### src/rtl/ps2_tx.sv
// PS/2 host-to-device transmitter: inhibit, request-to-send, 11-bit frame, ACK check.
// Optional watchdog on device clock edges enabled by defining PS2_TX_TIMEOUT_EN.
`timescale 1ns/1ps
module ps2_tx #(
  parameter int unsigned INHIBIT_CYCLES = 2518,
  parameter int unsigned TIMEOUT_CYCLES = 50350
) (
  input  logic       clk,
  input  logic       reset,
  input  logic       tx_valid,
  input  logic [7:0] tx_data,
  output logic       tx_ready,
  input  logic       ps2clk_in,
  input  logic       ps2dat_in,
  output logic       ps2clk_oe,
  output logic       ps2dat_oe,
  output logic       busy,
  output logic       done,
  output logic       error
);

  localparam int unsigned InhW = (INHIBIT_CYCLES > 1) ? $clog2(INHIBIT_CYCLES) : 1;

  typedef enum logic [2:0] {
    StIdle, StInhibit, StStart, StData, StAck, StWaitIdle
  } state_e;

  state_e          state_q, state_d;
  logic [7:0]      data_q, data_d;
  logic            parity_q, parity_d;
  logic [InhW-1:0] inh_cnt_q, inh_cnt_d;
  logic [3:0]      bit_idx_q, bit_idx_d;
  logic            dat_oe_q, dat_oe_d;
  logic            clk_meta_q, clk_sync_q, clk_prev_q;
  logic            dat_meta_q, dat_sync_q;
  logic            fall, done_raw, err_raw;

  assign fall = clk_prev_q & ~clk_sync_q;

`ifdef PS2_TX_TIMEOUT_EN
  localparam int unsigned ToW = (TIMEOUT_CYCLES > 1) ? $clog2(TIMEOUT_CYCLES) : 1;

  logic [ToW-1:0] to_cnt_q, to_cnt_d;
  logic           timing, timed_out;

  assign timing    = state_q inside {StData, StAck, StWaitIdle};
  assign timed_out = timing && (to_cnt_q == ToW'(TIMEOUT_CYCLES - 1));

  // Restarts on every device edge; held at zero outside the device-clocked states.
  always_comb begin
    to_cnt_d = '0;
    if (timing && !fall) to_cnt_d = to_cnt_q + ToW'(1);
  end

  always_ff @(posedge clk) begin
    if (reset) to_cnt_q <= '0;
    else       to_cnt_q <= to_cnt_d;
  end
`else
  // Parameter kept so both builds share one interface.
  logic unused_timeout_cfg;
  assign unused_timeout_cfg = ^TIMEOUT_CYCLES;
`endif

  always_comb begin
    state_d   = state_q;
    data_d    = data_q;
    parity_d  = parity_q;
    inh_cnt_d = inh_cnt_q;
    bit_idx_d = bit_idx_q;
    dat_oe_d  = dat_oe_q;
    ps2clk_oe = 1'b0;
    done_raw  = 1'b0;
    err_raw   = 1'b0;
    unique case (state_q)
      StIdle: begin
        if (tx_valid) begin
          data_d    = tx_data;
          parity_d  = ~^tx_data;
          inh_cnt_d = '0;
          state_d   = StInhibit;
        end
      end
      StInhibit: begin
        ps2clk_oe = 1'b1;
        if (inh_cnt_q == InhW'(INHIBIT_CYCLES - 1)) begin
          dat_oe_d = 1'b1;
          state_d  = StStart;
        end else begin
          inh_cnt_d = inh_cnt_q + InhW'(1);
        end
      end
      StStart: begin
        ps2clk_oe = 1'b1;
        inh_cnt_d = '0;
        bit_idx_d = '0;
        state_d   = StData;
      end
      StData: begin
        if (fall) begin
          // Edges 1..8 data LSB first, 9 parity, 10 stop (release).
          if (bit_idx_q < 4'd8)       dat_oe_d = ~data_q[bit_idx_q[2:0]];
          else if (bit_idx_q == 4'd8) dat_oe_d = ~parity_q;
          else                        dat_oe_d = 1'b0;
          bit_idx_d = bit_idx_q + 4'd1;
          if (bit_idx_q == 4'd9) state_d = StAck;
        end
      end
      StAck: begin
        if (fall) begin
          if (dat_sync_q) begin
            err_raw = 1'b1;
            state_d = StIdle;
          end else begin
            state_d = StWaitIdle;
          end
        end
      end
      StWaitIdle: begin
        if (clk_sync_q && dat_sync_q) begin
          done_raw = 1'b1;
          state_d  = StIdle;
        end
      end
      default: state_d = StIdle;
    endcase
`ifdef PS2_TX_TIMEOUT_EN
    if (timed_out && !done_raw) begin
      err_raw = 1'b1;
      state_d = StIdle;
    end
`endif
    if (state_d == StIdle) dat_oe_d = 1'b0;
  end

  always_ff @(posedge clk) begin
    if (reset) begin
      state_q    <= StIdle;
      data_q     <= '0;
      parity_q   <= 1'b0;
      inh_cnt_q  <= '0;
      bit_idx_q  <= '0;
      dat_oe_q   <= 1'b0;
      clk_meta_q <= 1'b1;
      clk_sync_q <= 1'b1;
      clk_prev_q <= 1'b1;
      dat_meta_q <= 1'b1;
      dat_sync_q <= 1'b1;
    end else begin
      state_q    <= state_d;
      data_q     <= data_d;
      parity_q   <= parity_d;
      inh_cnt_q  <= inh_cnt_d;
      bit_idx_q  <= bit_idx_d;
      dat_oe_q   <= dat_oe_d;
      clk_meta_q <= ps2clk_in;
      clk_sync_q <= clk_meta_q;
      clk_prev_q <= clk_sync_q;
      dat_meta_q <= ps2dat_in;
      dat_sync_q <= dat_meta_q;
    end
  end

  assign tx_ready  = (state_q == StIdle);
  assign busy      = ~tx_ready;
  assign ps2dat_oe = dat_oe_q;
  // A reset cycle must never leak a completion pulse.
  assign done      = done_raw & ~reset;
  assign error     = err_raw & ~reset;

endmodule

### config.mk
export PLATFORM = sky130hd
export DESIGN_NAME = ps2_tx
export DESIGN_NICKNAME = d
export VERILOG_FILES = /design/src/rtl/ps2_tx.sv
export SDC_FILE = /design/constraint.sdc
export NUM_CORES = 1
export LEC_CHECK = 0
export ABC_AREA = 0
export BUFFER_PORTS_ARGS = -buffer_cell sky130_fd_sc_hd__buf_2
export CAP_MARGIN = 20
export CORE_AREA = 2 2 59 61
export DETAILED_ROUTE_END_ITERATION = 10
export DIE_AREA = 0 0 61 63
export PLACE_DENSITY_LB_ADDON = 0.05
export SLEW_MARGIN = 5
export SYNTH_ARGS = -nofsm -noshare
export SYNTH_HDL_FRONTEND = slang
export SYNTH_SLANG_ARGS = --single-unit
export TNS_END_PERCENT = 50
### constraint.sdc
create_clock -name clk -period 1.9 [get_ports clk]
set_input_delay 0 -clock clk [delete_from_list [all_inputs] [get_ports clk]]
set_output_delay 0 -clock clk [all_outputs]
set_load 0.01 [all_outputs]
==> results by stage <==
Floorplan:
- Measured along the x axis, the die boundary spans 61 microns.
- The die covers 0.00384 sq mm.
- 19 I/O pins were placed.
- The starting density of the core is 54.2%.
- The number of standard-cell rows in the floorplan is 21.
- Measured along the y axis, the die boundary spans 63 microns.
- The total core area is 0.00323 sq mm.

Logic synthesis:
- The mapped netlist covers 0.00175 sq mm.
- The most used flip-flop cell after synthesis is dfxtp_1.
- The synthesized design devotes to its leading area cell type 38.9% of total area.
- The biggest area consumer among synthesized cells is dfxtp_1.
- In this run the mean area of a mapped cell was 8.50 sq um.
- The number of flops mapped to enable cells by yosys is 0.
- The post-synthesis net count is 224.
- Yosys printed 0 warnings.
- The synthesized instance count is 206.
- By area the synthesized netlist is led by dfxtp_1 39%, xnor2_1 8.5%, nand2_1 5.8%, a21oi_1 5.1%, nor2_1 4.7%.
- In this run, distinct cell masters in the synthesized netlist total 42.
- Counting flops and latches in the post-synthesis netlist gives 34.
- The fraction of registers with async set/reset is 0%.
- Sequential cells were found to cover 38.9% of the synthesized design area.

Outcome:
- The flow ran to the end, and the final reports show no timing, DRC or antenna violations.

Clock network:
- Clock-pin slew was measured on the worst setup and hold paths at 0.10 ns.
- TritonCTS built the clock tree.
- The count of clock tree sinks is 34.
- The number of buffers inserted by post-CTS setup repair is 0.
- The number of buffers on the longest clock path is 2.
- Clock tree synthesis selected as its root buffer the cell clkbuf_4.
- The insertion delay to the later sink of the worst-skew pair is 0.34 ns.
- The number of buffers created by CTS is 5.
- The H-tree generated during clock tree synthesis spans 2 levels.

Power and ir drop:
- In this run the power density over the cells is 637 mW/mm^2.
- IR analysis of the VDD net gives a maximum drop of 0.402 mV.
- The leakage power summed over all cells is 0.775 nW.

Routing:
- The first routing iteration left 86 violations.
- The number of vias per cell after detailed routing is 5.33.
- The per-cell routed wire length is 13.3 microns.
- After detailed routing, the total wire length is 3.81 mm.
- The count of antenna-violating nets left after detailed routing is 0.
- The DRC violations left is 0.
- The first detailed-routing pass ran for 4 iterations.
- The total via count after detailed routing is 1530.

Placed design:
- The number of I/O port buffers is 18.
- The congestion estimate from routability-driven global placement came to 0.855.
- The detailed-placement wirelength estimate is 2.72 mm.

Global routing:
- The maximum number of pins on one net before global-route repair is 25.
- The via count of the first global-routing pass is 1391.
- Global routing used 22.0% of the available tracks.
- The first global-routing pass estimated 6.30 mm of wire.
- The overflow left after global routing is 0.
- The number of antenna violations at the first check in global routing is 0.

Timing:
- On the final layout, the worst clock skew is 0.00630 ns.
- Setup violations remaining at the end of the flow were counted as 0.
- The actual slew at the worst max-slew pin is 0.649 ns.
- Subtracting the final worst setup slack from the clock period gives 1.82 ns.
- The setup TNS is 0 ns.
- The highest clock rate is 551 MHz.
- The count of pins over their slew limit is 0.
- The worst slew margin relative to its limit is 56.5%.
- The share of the clock period used by the worst path after layout is 95.6%.
- Setup repair after global routing left no endpoint under its margin.
- The hold violation total from the final report came to 0.

Final layout:
- Cells fill 64.8% of the core in the end.
- The number of nets at the end of the flow is 260.
- In the layout the commonest cells are 34 x dfxtp_1, 27 x nand2_1, 22 x nor2_1, 18 x a21oi_1, 18 x buf_2.
- The number of antenna diodes in the final layout is 0.
- The share of cells above drive strength 1 is 19.1%.
- The most common library cell in the layout ignoring fill and taps is dfxtp_1.
- The layout has 284 filler cells.
- The layout overhead on the synthesized area is 19.6%.

Setup path:
- The biggest fanout along the worst timing path is 3.
- The end of the worst register-to-register path is ps2dat_oe.
- STA classifies the critical path startpoint as a flip-flop.
- The launch instance of the worst register-to-register path is inh_cnt_q[5].
- Measured in cells, the most critical reg-to-reg path has a length of 4.
- The critical path data arrival time is 2.05 ns.
- The endpoint kind of the worst setup timing path is a flip-flop.
- The worst setup path is of the reg -> reg kind.
- Data on the critical path is required at its endpoint by 2.14 ns.
- The worst register-to-register path has a setup slack of 0.08 ns.

Hold path:
- The endpoint of the worst hold path is bit_idx_q[2].
- In this run the worst hold path is classified as in -> reg.
- In this run the most critical hold path is launched from reset.
- The cell depth of the worst min-delay path is 2.

Job:
- The tool flagged a number of max-cap violations equal to 0.
==> synth_stat cells (all sizes together) (3+ instances only) <==
cell type / count
a21oi: 19
a21o: 5
dfxtp: 34
ha: 5
nor3: 7
nor4: 8
inv: 7
or2: 5
clkbuf: 6
nor3b: 3
xnor2: 17
o31ai: 3
nand2: 27
o21ai: 3
nand3: 5
nor2: 22
==> worst max-delay path: stages, from the launching register on <==
cell and delay [ns]:
dfxtp_1 0.35, or4b_1 0.63, o31ai_1 0.33, a221oi_1 0.15
o31a_1 0.26
==> layout make-up <==
class,count,area [sq um],share of cell area (%)
inverter,7,26.3,1.26
tap,46,57.6,2.75
clock buffer,6,51.3,2.45
sequential,34,681,32.5
multi-input combinational,157,1020,48.7
timing repair buffer,37,258,12.3
==> cell families after synthesis <==
family / synth area share, %
AOI/OAI and AO/OA: 13.2
xor gates and xnor gates: 9.01
adders and majority gates: 3.57
buffers and inverters: 3.50
DFF: 38.9
muxes: 3.14
and+or+nand+nor: 28.7
==> sequential cells by signal (all words and copies together) (netlist names) <==
name / flops
data_q: 8
clk_meta_q: 1
state_q: 3
dat_meta_q: 1
inh_cnt_q: 12
dat_sync_q: 1
parity_q: 1
clk_prev_q: 1
ps2dat_oe: 1
bit_idx_q: 4
clk_sync_q: 1
==> per-layer routing <==
metal  wire [microns]  vias to the layer above  track usage [%]
met5                0                        -                0
li1                 -                      791                -
met3              103                        7             3.73
met2             1830                       26             33.1
met1             1810                      706             30.8
met4               68                        0             8.97
==> power breakdown <==
group	internal [mW]	total (mW)	switching [mW]
logic	0.0863	0.177	0.0903
registers	0.735	0.749	0.0144
clock network	0.167	0.406	0.240
==> timing repair <==
action,4_1_cts,5_1_grt
resized for setup,0,2
hold buffers,10,0
hold endpoints to repair,10,0
endpoints found under the setup margin,0,8
==> per-stage QoR <==
step	total power [mW]	std cells	hold WS (ns)	cell area (sq um)	worst slack (ns)
3_3_place_gp	0.921	271	0.182	1930	0.0884
5_1_grt	1.40	287	0.0856	2090	0.0163
2_1_floorplan	0.875	206	0.0899	1750	0.174
4_1_cts	1.34	287	0.0628	2080	0.0646
6_report	1.33	287	0.0665	2090	0.0837
3_5_place_dp	0.925	271	0.190	1930	0.0919
==> how the worst max path moves through the flow <==
stage                            start            end  cells after the start
after global placement    inh_cnt_q[5]      ps2dat_oe                      4
after CTS                   state_q[0]   inh_cnt_q[9]                      5
after floorplan             state_q[0]  inh_cnt_q[11]                      6
after detailed placement  inh_cnt_q[5]      ps2dat_oe                      4
final                     inh_cnt_q[5]      ps2dat_oe                      4
after global routing      inh_cnt_q[5]   inh_cnt_q[1]                      6
Power figures use the tool's default switching activity.
